==> config.mk <==
export PLATFORM = sky130hd
export DESIGN_NAME = mips_debug_controller
export DESIGN_NICKNAME = d
export VERILOG_FILES = /design/src/rtl/mips_debug_defs.sv /design/src/rtl/mips_debug_frame_decoder.sv /design/src/rtl/mips_debug_controller.sv
export SDC_FILE = /design/constraint.sdc
export NUM_CORES = 1
export LEC_CHECK = 0
export CAP_MARGIN = 25
export CORE_MARGIN = 5
export CORE_UTILIZATION = 41
export DETAILED_ROUTE_END_ITERATION = 6
export PLACE_DENSITY = 0.73
export SLEW_MARGIN = 0
export SYNTH_ARGS = -nofsm -noshare
export SYNTH_HDL_FRONTEND = slang
export SYNTH_HIERARCHICAL = 1
export SYNTH_SLANG_ARGS = --single-unit
==> constraint.sdc <==
create_clock -name i_clock -period 2.06 [get_ports i_clock]
set_clock_uncertainty 0.2 [all_clocks]
set_input_delay 0.309 -clock i_clock [delete_from_list [all_inputs] [get_ports i_clock]]
set_output_delay 0.309 -clock i_clock [all_outputs]
set_load 0.02 [all_outputs]
==> src/rtl/mips_debug_defs.sv <==
// Shared definitions for the MIPS debug controller: frame layout, command codes,
// debug-select codes, response encodings and FSM/mode types.
package mips_debug_defs;

  localparam int NB_CODE      = 6;
  localparam int NB_ADDR_TYPE = 10;
  localparam int NB_DATA      = 16;
  localparam int NB_FRAME     = NB_CODE + NB_ADDR_TYPE + NB_DATA;

  typedef logic [NB_CODE-1:0]      code_t;
  typedef logic [NB_ADDR_TYPE-1:0] addr_type_t;
  typedef logic [NB_DATA-1:0]      data_t;
  typedef logic [NB_FRAME-1:0]     word_t;

  typedef struct packed {
    code_t      code;
    addr_type_t addr_type;
    data_t      data;
  } frame_t;

  localparam code_t CMD_START          = 6'b000001;
  localparam code_t CMD_RESET          = 6'b000010;
  localparam code_t CMD_REQ_DATA       = 6'b000011;
  localparam code_t CMD_LOAD_INSTR_LSB = 6'b000100;
  localparam code_t CMD_LOAD_INSTR_MSB = 6'b000101;
  localparam code_t CMD_MODE_GET       = 6'b001000;
  localparam code_t CMD_MODE_SET       = 6'b001001;
  localparam code_t CMD_STEP           = 6'b100000;

  // Debug mux selects carried in addr_type of a REQ_DATA frame
  localparam addr_type_t REQ_PC           = 10'h001;
  localparam addr_type_t REQ_MEM_DATA     = 10'h002;
  localparam addr_type_t REQ_REG          = 10'h004;
  localparam addr_type_t REQ_LATCH_IF_ID  = 10'h008;
  localparam addr_type_t REQ_LATCH_ID_EX  = 10'h010;
  localparam addr_type_t REQ_LATCH_EX_MEM = 10'h020;
  localparam addr_type_t REQ_LATCH_MEM_WB = 10'h040;

  localparam code_t RSP_ERR_CODE  = 6'b111111;
  localparam code_t RSP_HALT_CODE = 6'b111110;
  localparam word_t RSP_HALT      = {RSP_HALT_CODE, 26'd0};

  typedef enum logic [2:0] {
    ST_IDLE,
    ST_RUN,
    ST_STEP_PULSE,
    ST_RESET_HOLD,
    ST_READ_WAIT
  } state_e;

  typedef enum logic {
    MODE_CONT = 1'b0,
    MODE_STEP = 1'b1
  } mode_e;

  function automatic word_t ack_frame(input code_t code);
    return {code, 26'd0};
  endfunction

  function automatic word_t err_frame(input code_t code);
    return {RSP_ERR_CODE, 10'd0, 10'd0, code};
  endfunction

  function automatic word_t mode_frame(input mode_e mode);
    return {CMD_MODE_GET, 10'd0, 15'd0, mode};
  endfunction

endpackage

==> src/rtl/mips_debug_frame_decoder.sv <==
// Combinational split of a control frame into its fields, plus a flag telling
// whether the command code is one the controller understands.
module mips_debug_frame_decoder
  import mips_debug_defs::*;
(
  input  logic [NB_FRAME-1:0]     frame,
  output logic [NB_CODE-1:0]      code,
  output logic [NB_ADDR_TYPE-1:0] addr_type,
  output logic [NB_DATA-1:0]      data,
  output logic                    code_valid
);

  frame_t fields;

  assign fields    = frame_t'(frame);
  assign code      = fields.code;
  assign addr_type = fields.addr_type;
  assign data      = fields.data;

  always_comb begin
    case (fields.code)
      CMD_START, CMD_RESET, CMD_REQ_DATA, CMD_LOAD_INSTR_LSB,
      CMD_LOAD_INSTR_MSB, CMD_MODE_GET, CMD_MODE_SET, CMD_STEP:
        code_valid = 1'b1;
      default:
        code_valid = 1'b0;
    endcase
  end

endmodule

==> src/rtl/mips_debug_controller.sv <==
// Command sequencer between the MicroBlaze host and the MIPS core: runs/steps the
// pipeline, pulses soft reset, loads instruction memory and serves debug reads.
module mips_debug_controller
  import mips_debug_defs::*;
#(
  parameter int NB_CONTROL_FRAME = 32,
  parameter int NB_INSTR_ADDR    = 10,
  parameter int RESET_CYCLES     = 4,
  parameter int DBG_TIMEOUT      = 16
) (
  input  logic                        i_clock,
  input  logic                        i_reset,
  input  logic [NB_CONTROL_FRAME-1:0] i_frame_from_blaze,
  input  logic                        i_frame_valid,
  output logic [NB_CONTROL_FRAME-1:0] o_frame_to_blaze,
  output logic                        o_frame_valid,
  output logic                        o_busy,
  output logic                        o_mips_enable,
  output logic                        o_mips_reset,
  output logic                        o_imem_we,
  output logic [NB_INSTR_ADDR-1:0]    o_imem_addr,
  output logic [NB_CONTROL_FRAME-1:0] o_imem_data,
  output logic                        o_dbg_req,
  output logic [NB_ADDR_TYPE-1:0]     o_dbg_sel,
  output logic [NB_DATA-1:0]          o_dbg_index,
  input  logic [NB_CONTROL_FRAME-1:0] i_dbg_data,
  input  logic                        i_dbg_valid,
  input  logic                        i_mips_halt
);

  localparam int CNT_MAX = (DBG_TIMEOUT > RESET_CYCLES) ? DBG_TIMEOUT : RESET_CYCLES;
  localparam int NB_CNT  = $clog2(CNT_MAX + 1);
  localparam logic [NB_CNT-1:0] RESET_LAST   = NB_CNT'(RESET_CYCLES - 1);
  localparam logic [NB_CNT-1:0] TIMEOUT_LAST = NB_CNT'(DBG_TIMEOUT - 1);

  code_t      dec_code;
  addr_type_t dec_addr_type;
  data_t      dec_data;
  logic       dec_code_valid;

  mips_debug_frame_decoder u_decoder (
    .frame      (i_frame_from_blaze),
    .code       (dec_code),
    .addr_type  (dec_addr_type),
    .data       (dec_data),
    .code_valid (dec_code_valid)
  );

  state_e                      state, state_next;
  mode_e                       mode, mode_next;
  logic                        armed, armed_next;
  data_t                       lsb, lsb_next;
  logic [NB_CNT-1:0]           cnt, cnt_next;
  logic                        rsp_valid, rsp_valid_next;
  logic [NB_CONTROL_FRAME-1:0] rsp_frame, rsp_frame_next;
  logic                        imem_we, imem_we_next;
  logic [NB_INSTR_ADDR-1:0]    imem_addr, imem_addr_next;
  logic [NB_CONTROL_FRAME-1:0] imem_data, imem_data_next;
  addr_type_t                  dbg_sel, dbg_sel_next;
  data_t                       dbg_index, dbg_index_next;

  // State register and datapath registers
  always_ff @(posedge i_clock) begin
    // NOTE: non-blocking assignments so every register samples pre-edge values.
    if (!i_reset) begin
      state     <= ST_IDLE;
      mode      <= MODE_CONT;
      armed     <= 1'b0;
      lsb       <= '0;
      cnt       <= '0;
      rsp_valid <= 1'b0;
      rsp_frame <= '0;
      imem_we   <= 1'b0;
      imem_addr <= '0;
      imem_data <= '0;
      dbg_sel   <= '0;
      dbg_index <= '0;
    end else begin
      state     <= state_next;
      mode      <= mode_next;
      armed     <= armed_next;
      lsb       <= lsb_next;
      cnt       <= cnt_next;
      rsp_valid <= rsp_valid_next;
      rsp_frame <= rsp_frame_next;
      imem_we   <= imem_we_next;
      imem_addr <= imem_addr_next;
      imem_data <= imem_data_next;
      dbg_sel   <= dbg_sel_next;
      dbg_index <= dbg_index_next;
    end
  end

  // Next-state and next-datapath logic
  always_comb begin
    // NOTE: defaults first so no path through the case infers a latch.
    state_next     = state;
    mode_next      = mode;
    armed_next     = armed;
    lsb_next       = lsb;
    cnt_next       = '0;
    rsp_valid_next = 1'b0;
    rsp_frame_next = '0;
    imem_we_next   = 1'b0;
    imem_addr_next = imem_addr;
    imem_data_next = imem_data;
    dbg_sel_next   = dbg_sel;
    dbg_index_next = dbg_index;

    case (state)
      ST_IDLE: begin
        if (i_frame_valid) begin
          rsp_valid_next = 1'b1;
          rsp_frame_next = ack_frame(dec_code);
          if (!dec_code_valid) begin
            rsp_frame_next = err_frame(dec_code);
          end else begin
            case (dec_code)
              CMD_START: begin
                if (mode == MODE_CONT) state_next = ST_RUN;
                else                   armed_next = 1'b1;
              end
              CMD_STEP: begin
                // The step ACK follows the enable pulse, so none is sent now
                if (armed) begin
                  state_next     = ST_STEP_PULSE;
                  rsp_valid_next = 1'b0;
                end else begin
                  rsp_frame_next = err_frame(dec_code);
                end
              end
              CMD_MODE_SET: begin
                mode_next  = mode_e'(dec_data[0]);
                armed_next = 1'b0;
              end
              CMD_MODE_GET: rsp_frame_next = mode_frame(mode);
              CMD_LOAD_INSTR_LSB: lsb_next = dec_data;
              CMD_LOAD_INSTR_MSB: begin
                imem_we_next   = 1'b1;
                imem_addr_next = dec_addr_type[NB_INSTR_ADDR-1:0];
                imem_data_next = {dec_data, lsb};
              end
              CMD_REQ_DATA: begin
                state_next     = ST_READ_WAIT;
                dbg_sel_next   = dec_addr_type;
                dbg_index_next = dec_data;
                rsp_valid_next = 1'b0;
              end
              CMD_RESET: begin
                state_next     = ST_RESET_HOLD;
                armed_next     = 1'b0;
                rsp_valid_next = 1'b0;
              end
              default: rsp_frame_next = err_frame(dec_code);
            endcase
          end
        end
      end

      ST_RUN: begin
        // Halt has priority over a frame arriving in the same cycle
        if (i_mips_halt) begin
          state_next     = ST_IDLE;
          armed_next     = 1'b0;
          rsp_valid_next = 1'b1;
          rsp_frame_next = RSP_HALT;
        end else if (i_frame_valid) begin
          if (dec_code == CMD_RESET) begin
            state_next = ST_RESET_HOLD;
            armed_next = 1'b0;
          end else begin
            rsp_valid_next = 1'b1;
            rsp_frame_next = err_frame(dec_code);
          end
        end
      end

      ST_STEP_PULSE: begin
        state_next     = ST_IDLE;
        rsp_valid_next = 1'b1;
        rsp_frame_next = ack_frame(CMD_STEP);
      end

      ST_RESET_HOLD: begin
        if (cnt == RESET_LAST) begin
          state_next     = ST_IDLE;
          rsp_valid_next = 1'b1;
          rsp_frame_next = ack_frame(CMD_RESET);
        end else begin
          cnt_next = cnt + 1'b1;
        end
      end

      ST_READ_WAIT: begin
        if (i_dbg_valid) begin
          state_next     = ST_IDLE;
          rsp_valid_next = 1'b1;
          rsp_frame_next = i_dbg_data;
        end else if (cnt == TIMEOUT_LAST) begin
          state_next     = ST_IDLE;
          rsp_valid_next = 1'b1;
          rsp_frame_next = err_frame(CMD_REQ_DATA);
        end else begin
          cnt_next = cnt + 1'b1;
        end
      end

      default: state_next = ST_IDLE;
    endcase
  end

  // State-decoded outputs
  always_comb begin
    o_busy        = !(state == ST_IDLE || state == ST_RUN);
    o_mips_enable = (state == ST_RUN) || (state == ST_STEP_PULSE);
    o_mips_reset  = (state == ST_RESET_HOLD);
    o_dbg_req     = (state == ST_READ_WAIT);
  end

  assign o_frame_to_blaze = rsp_frame;
  assign o_frame_valid    = rsp_valid;
  assign o_imem_we        = imem_we;
  assign o_imem_addr      = imem_addr;
  assign o_imem_data      = imem_data;
  assign o_dbg_sel        = dbg_sel;
  assign o_dbg_index      = dbg_index;

endmodule

==> results of run 1 <==
[stage by stage]
| step | setup WS [ps] | power [mW] |
|---|---|---|
| after floorplan | -73.4 | 2.74 |
| after global placement | -761 | 2.94 |
| after detailed placement | -842 | 2.95 |
| after CTS | 4.93 | 5.80 |
| after global routing | -172 | 5.96 |
| final | -94.9 | 5.78 |
[final timing paths]
path                               endpoint  slack, ps
max            o_dbg_index[15]$_SDFFE_PN0P_        -90
min          o_frame_to_blaze[3]$_SDFF_PN0_        190
max reg2reg    o_dbg_index[15]$_SDFFE_PN0P_        -90
min reg2reg     o_dbg_index[7]$_SDFFE_PN0P_        260
[per-layer routing]
metal,routed length [µm],share of wire
met5,0,0
met4,510,0.029
met3,1220,0.070
met1,7050,0.40
met2,8660,0.50
[cell families after synthesis]
logic type      count (synthesis)  synth area share
compound gates                131             0.144
fa+ha+maj                       3           0.00712
flops                         128             0.486
xor+xnor                        3           0.00499
buf+inv                        79            0.0819
simple gates                  271             0.243
mux                            17            0.0325
[placed cells by master (no fill, tap or decap), types with 3 or more instances in the layout]
cell             count
buf_2                4
clkdlybuf4s50_1    163
nand3_1              7
clkbuf_16           24
dfxtp_1            125
dlygate4sd2_1        4
o21ai_0             14
a211oi_1             3
nand2_4             12
nor2_1              40
buf_12               7
nand2b_1             4
and3_1               4
buf_6                9
mux2i_1             15
inv_1                7
clkinvlp_4           6
nor2b_1              5
dfxtp_2              3
nand2_2             26
and2_1              22
inv_2                3
a31oi_1              7
nand3b_1             3
buf_4               51
a21oi_1             73
nand2_1            111
a21oi_2             11
nor3_1               4
[layout make-up]
| type | count | area, µm² | share of cell area |
|---|---|---|---|
| well taps | 172 | 215 | 0.0252 |
| clock inverters | 14 | 134 | 0.0157 |
| flip-flops and latches | 128 | 2570 | 0.300 |
| clock buffers | 18 | 429 | 0.0502 |
| repair buffers | 248 | 2520 | 0.294 |
| inverters | 10 | 37.5 | 0.00439 |
| multi-input cells | 425 | 2660 | 0.311 |
[critical path, cell delays in order, from the launching register on]
cell and delay, ps:
dfxtp_2 320, or4b_4 590, buf_6 150, nor4_4 310
buf_6 180, clkbuf_16 150, nand2_1 50, a21oi_1 140
[repair_timing]
item,4_1_cts,5_1_grt
pin swaps,11,33
setup buffers,5,2
cloned,1,9
resized for setup,54,87
setup endpoints to repair,105,85
[power by group through the flow]
stage | clock network [mW] | logic (mW) | registers, mW
5_1_grt | 3.01 | 0.459 | 2.49
3_3_place_gp | 0 | 0.391 | 2.55
2_1_floorplan | 0 | 0.176 | 2.57
3_5_place_dp | 0 | 0.397 | 2.55
4_1_cts | 2.90 | 0.411 | 2.49
6_report | 2.86 | 0.430 | 2.49
[state kept, by name, indices dropped and copies added (netlist names)]
register and cells:
o_imem_we 1, o_imem_addr 10, armed 1, lsb 16, o_frame_to_blaze 32, cnt 5
o_frame_valid 1, o_imem_data 32, state 3, mode 1, o_dbg_index 16, o_dbg_sel 10
==> results.json, run 1 <==
{
  "cts_hold_buf": 0,
  "period_share": 1.05,
  "grt_usage": 0.212,
  "intPower_mw": 4.39,
  "antenna_cells": 0,
  "violations": "setup timing",
  "design_area_mm2": 0.00855,
  "synth_most_common_cell": "nand2_1",
  "clock_latency_ps": 420,
  "gp_congestion": 0.902,
  "synth.avg_cell_area_um2": 8.34,
  "ios": 175,
  "yosysWarnings": 6,
  "worstSetupStartpointType": "flip-flop",
  "drive_gt1_frac": 0.242,
  "cts_buffers": 17,
  "hold_viol": 0,
  "grt_pass1_wl_um": 25300,
  "setup_tns_ps": -2290,
  "synth-edff-count": 0,
  "drtAntennaViolNets": 0,
  "netlist_top_cells_count": "nand2_1, dfxtp_1, a21oi_1, nor2_1, buf_4",
  "worst_ep_arrival_time_ps": 2300,
  "ys_seq_area_frac": 0.486,
  "dpl.hpwl_um": 11400,
  "pwr-share-seq": 0.431,
  "clock-sinks": 128,
  "final_nets": 902,
  "grt_overflow": 0,
  "max_cap_viol_count": 0,
  "startpoint": "state[1]$_SDFFE_PN0P_",
  "synth_ff_type": "dfxtp_1",
  "antenna_found_initial": 0,
  "fill_cells": 1030,
  "min_path_cells": 3,
  "initial_core_util": 0.418,
  "gr-usage-met3": 0.0627,
  "met1_usage": 0.245,
  "ys_seq_elements": 128,
  "crit_required_ps": 2200,
  "yosysTopAreaCellShare": 0.486,
  "instances_no_fill": 1015,
  "path_class": "reg -> reg",
  "root_buffer": "clkbuf_16",
  "postSynthCellCount": 632,
  "power.switching_mw": 1.39,
  "placed_cells_incl_taps": 968,
  "dr.pass1.iters": 5,
  "cp-end-kind": "flip-flop",
  "dieWidth_um": 123,
  "ys_types": 56,
  "vias": 5220,
  "status": "complete, but fails checks",
  "p_leak_nw": 3.23,
  "fin_util": 0.678,
  "netlist_area_mm2": 0.00527,
  "ir_worst_vdd_uv": 773,
  "placedInstanceArea_mm2": 0.00739,
  "power_density_mw_per_mm2": 676,
  "syn_nets": 704,
  "p_clk_frac": 0.494,
  "grt_max_degree": 92,
  "cp_max_fo": 7,
  "netSwitchingFraction": 0.240,
  "synthArstFlopShare": 0,
  "hold_path.startpoint": "i_frame_from_blaze[29]",
  "synth.area.top_cells": "dfxtp_1, nand2_1, a21oi_1, buf_4, nor2_1",
  "wl_um": 17400,
  "fin_ws_ps": -94.9,
  "clockBufferDepth": 2,
  "path_clk_slew_ps": 60,
  "comb_power_share": 0.074,
  "worstMarginPinSlew_ps": 432,
  "portBuffers": 174,
  "routedWlPerCell_um": 17.2,
  "first_iter_violations": 417,
  "maxSlewViolCount": 0,
  "via_per_inst": 5.14,
  "setup_viol": 57,
  "slew_headroom": 0.712,
  "rsz0062_at_grt": "true",
  "coreArea_mm2": 0.0126,
  "first_global_vias": 5135,
  "grtUsageMet2": 0.364,
  "fin_hold_ws_ps": 189,
  "fp.dieH_um": 123,
  "reg2regPathDepth": 7,
  "dieArea_mm2": 0.0152,
  "layout-area-overhead-vs-synth_pct": 62.3,
  "drc": 0,
  "fmax_mhz": 464,
  "top_usage_layer": "met2",
  "critical_path.reg2reg.startpoint": "state[1]$_SDFFE_PN0P_",
  "rows": 41,
  "hp-class": "in -> reg",
  "fin_crit_ps": 2150,
  "yosys.area.top_type": "dfxtp_1",
  "cts_tree": "done",
  "htree_levels": 4
}
No activity file was read; power rests on OpenSTA's default activity.
==> run 2, diff against run 1 <==
--- a/config.mk
+++ b/config.mk
@@ -5,9 +5,10 @@
 export SDC_FILE = /design/constraint.sdc
 export NUM_CORES = 1
 export LEC_CHECK = 0
-export CAP_MARGIN = 25
+export CAP_MARGIN = 20
 export CORE_MARGIN = 5
 export CORE_UTILIZATION = 41
+export CTS_CLUSTER_DIAMETER = 100
 export DETAILED_ROUTE_END_ITERATION = 6
 export PLACE_DENSITY = 0.73
 export SLEW_MARGIN = 0
==> results of run 2 <==
Final layout, timing and power as in run 1 (identical DEF).
==> run 3, diff against run 2 <==
--- a/config.mk
+++ b/config.mk
@@ -10,6 +10,7 @@
 export CORE_UTILIZATION = 41
 export CTS_CLUSTER_DIAMETER = 100
 export DETAILED_ROUTE_END_ITERATION = 6
+export GPL_ROUTABILITY_DRIVEN = 0
 export PLACE_DENSITY = 0.73
 export SLEW_MARGIN = 0
 export SYNTH_ARGS = -nofsm -noshare
==> results.json, run 3 (same netlist as run 1, synthesis figures left out) <==
{
  "status": "complete, but fails checks",
  "violations": "setup timing",
  "fmax_mhz": 469,
  "ir_worst_vdd_uv": 675,
  "htree_levels": 4,
  "period_share": 1.03,
  "portBuffers": 174,
  "grt_max_degree": 92,
  "routedWlPerCell_um": 16.5,
  "design_area_mm2": 0.00836,
  "placed_cells_incl_taps": 968,
  "slew_headroom": 0.706,
  "first_iter_violations": 329,
  "wl_um": 16800,
  "ios": 175,
  "dieArea_mm2": 0.0152,
  "final_common_cell": "clkdlybuf4s50_1",
  "hp-class": "in -> reg",
  "vias": 5166,
  "grt_usage": 0.214,
  "worstMarginPinSlew_ps": 441,
  "crit_cells": 6,
  "drc": 0,
  "rows": 41,
  "drive_gt1_frac": 0.196,
  "dpl.hpwl_um": 11200,
  "crit_chain": "or4b_4 > nor2_4 > and3_4 > clkbuf_16 > nand2_1 > a21oi_1",
  "placedInstanceArea_mm2": 0.00739,
  "power_density_mw_per_mm2": 672,
  "critical_path.reg2reg.startpoint": "state[1]$_SDFFE_PN0P_",
  "clock_latency_ps": 410,
  "cts_buffers": 17,
  "worstSetupStartpointType": "flip-flop",
  "clock-sinks": 128,
  "regToRegEndpoint": "o_imem_addr[2]$_SDFFE_PN0P_",
  "final_nets": 902,
  "grt_overflow": 0,
  "max_cap_viol_count": 0,
  "first_global_vias": 5136,
  "dr.pass1.iters": 7,
  "crit_family": "simple AND/OR/NAND/NOR gates",
  "via_per_inst": 5.09,
  "instances_no_fill": 1015,
  "worst_ep_arrival_time_ps": 2260,
  "path_clk_slew_ps": 60,
  "root_buffer": "clkbuf_16",
  "dieWidth_um": 123,
  "drtAntennaViolNets": 0,
  "cts_tree": "done",
  "initial_core_util": 0.418,
  "fin_crit_ps": 2130,
  "rsz0062_at_grt": "true",
  "setup_viol": 38,
  "fp.dieH_um": 123,
  "grt_pass1_wl_um": 25400,
  "critPathSlowestCell": "or4b_4",
  "layout-area-overhead-vs-synth_pct": 58.6,
  "p_leak_nw": 3.18,
  "hold_path.startpoint": "i_frame_from_blaze[29]",
  "hold_viol": 0,
  "cp-end-kind": "flip-flop",
  "clockBufferDepth": 2,
  "cp_num_buf_inv": 1,
  "coreArea_mm2": 0.0126,
  "holdPathEnd": "o_frame_to_blaze[3]$_SDFF_PN0_",
  "slowest_delay_ps": 610,
  "maxSlewViolCount": 0,
  "crit_required_ps": 2190,
  "final_cell_mix": "clkdlybuf4s50_1, nand2_1, dfxtp_1",
  "r2r_setup_slack_ps": -70,
  "fill_cells": 1007,
  "path_class": "reg -> reg",
  "fin_ws_ps": -70.2,
  "antenna_cells": 0,
  "cp_max_fo": 6,
  "cts_hold_buf": 0,
  "min_path_cells": 3,
  "reg2regPathDepth": 6,
  "antenna_found_initial": 0
}
==> run 3: final cells by class <==
| type | count | area [µm²] | area share |
|---|---|---|---|
| Clock buffer | 18 | 429 | 0.0513 |
| Sequential cell | 128 | 2560 | 0.307 |
| Tap cell | 172 | 215 | 0.0257 |
| Clock inverter | 14 | 108 | 0.0129 |
| Inverter | 10 | 37.5 | 0.00449 |
| Multi-Input combinational cell | 425 | 2470 | 0.296 |
| Timing Repair Buffer | 248 | 2530 | 0.303 |
==> run 3: timing repair <==
item	in CTS	in global routing
gates resized for setup	54	29
pin swaps	13	7
setup endpoints to repair	105	73
buffers inserted	5	1
cloned	5	4
==> run 3: through the flow <==
step / total power [mW] / TNS (ps) / hold slack (ps) / utilization / setup WS (ps)
finish: 5.62 / -927 / 189 / 0.662 / -70.2
global route: 5.82 / -4920 / 208 / 0.662 / -137
CTS: 5.66 / -369 / 168 / 0.648 / -32.5
detailed placement: 2.95 / -73550 / 244 / 0.586 / -837
global placement: 2.94 / -66100 / 236 / 0.586 / -754
floorplan: 2.74 / -1500 / 218 / - / -73.4
==> run 3: how the worst max path moves through the flow <==
stage	start	to	slack [ps]
6_report	state[1]$_SDFFE_PN0P_	o_imem_addr[2]$_SDFFE_PN0P_	-70
5_1_grt	state[1]$_SDFFE_PN0P_	o_imem_addr[2]$_SDFFE_PN0P_	-140
4_1_cts	state[1]$_SDFFE_PN0P_	o_dbg_index[12]$_SDFFE_PN0P_	-30
3_5_place_dp	i_frame_from_blaze[29]	o_frame_to_blaze[2]$_SDFF_PN0_	-840
3_3_place_gp	i_frame_from_blaze[29]	o_frame_to_blaze[2]$_SDFF_PN0_	-750
2_1_floorplan	i_frame_from_blaze[26]	o_frame_to_blaze[2]$_SDFF_PN0_	-70
==> run 3: per-layer routing <==
layer	track usage	up-vias	part of all wire
met3	0.0686	39	0.071
li1	-	2509	-
met2	0.368	179	0.50
met5	0	-	0
met4	0.0907	0	0.028
met1	0.243	2439	0.40
==> run 3: worst min-delay path: stages <==
cell and delay [ps]:
buf_2 150, buf_4 170, a221o_1 130
==> run 3: where the power goes <==
| part | switching [mW] | internal, mW | leakage, nW | total (mW) |
|---|---|---|---|---|
| sequential | 0.00426 | 2.49 | 1.03 | 2.49 |
| combinational | 0.193 | 0.220 | 1.88 | 0.414 |
| clock | 1.15 | 1.55 | 0.263 | 2.71 |
| total | 1.35 | 4.26 | 3.18 | 5.62 |
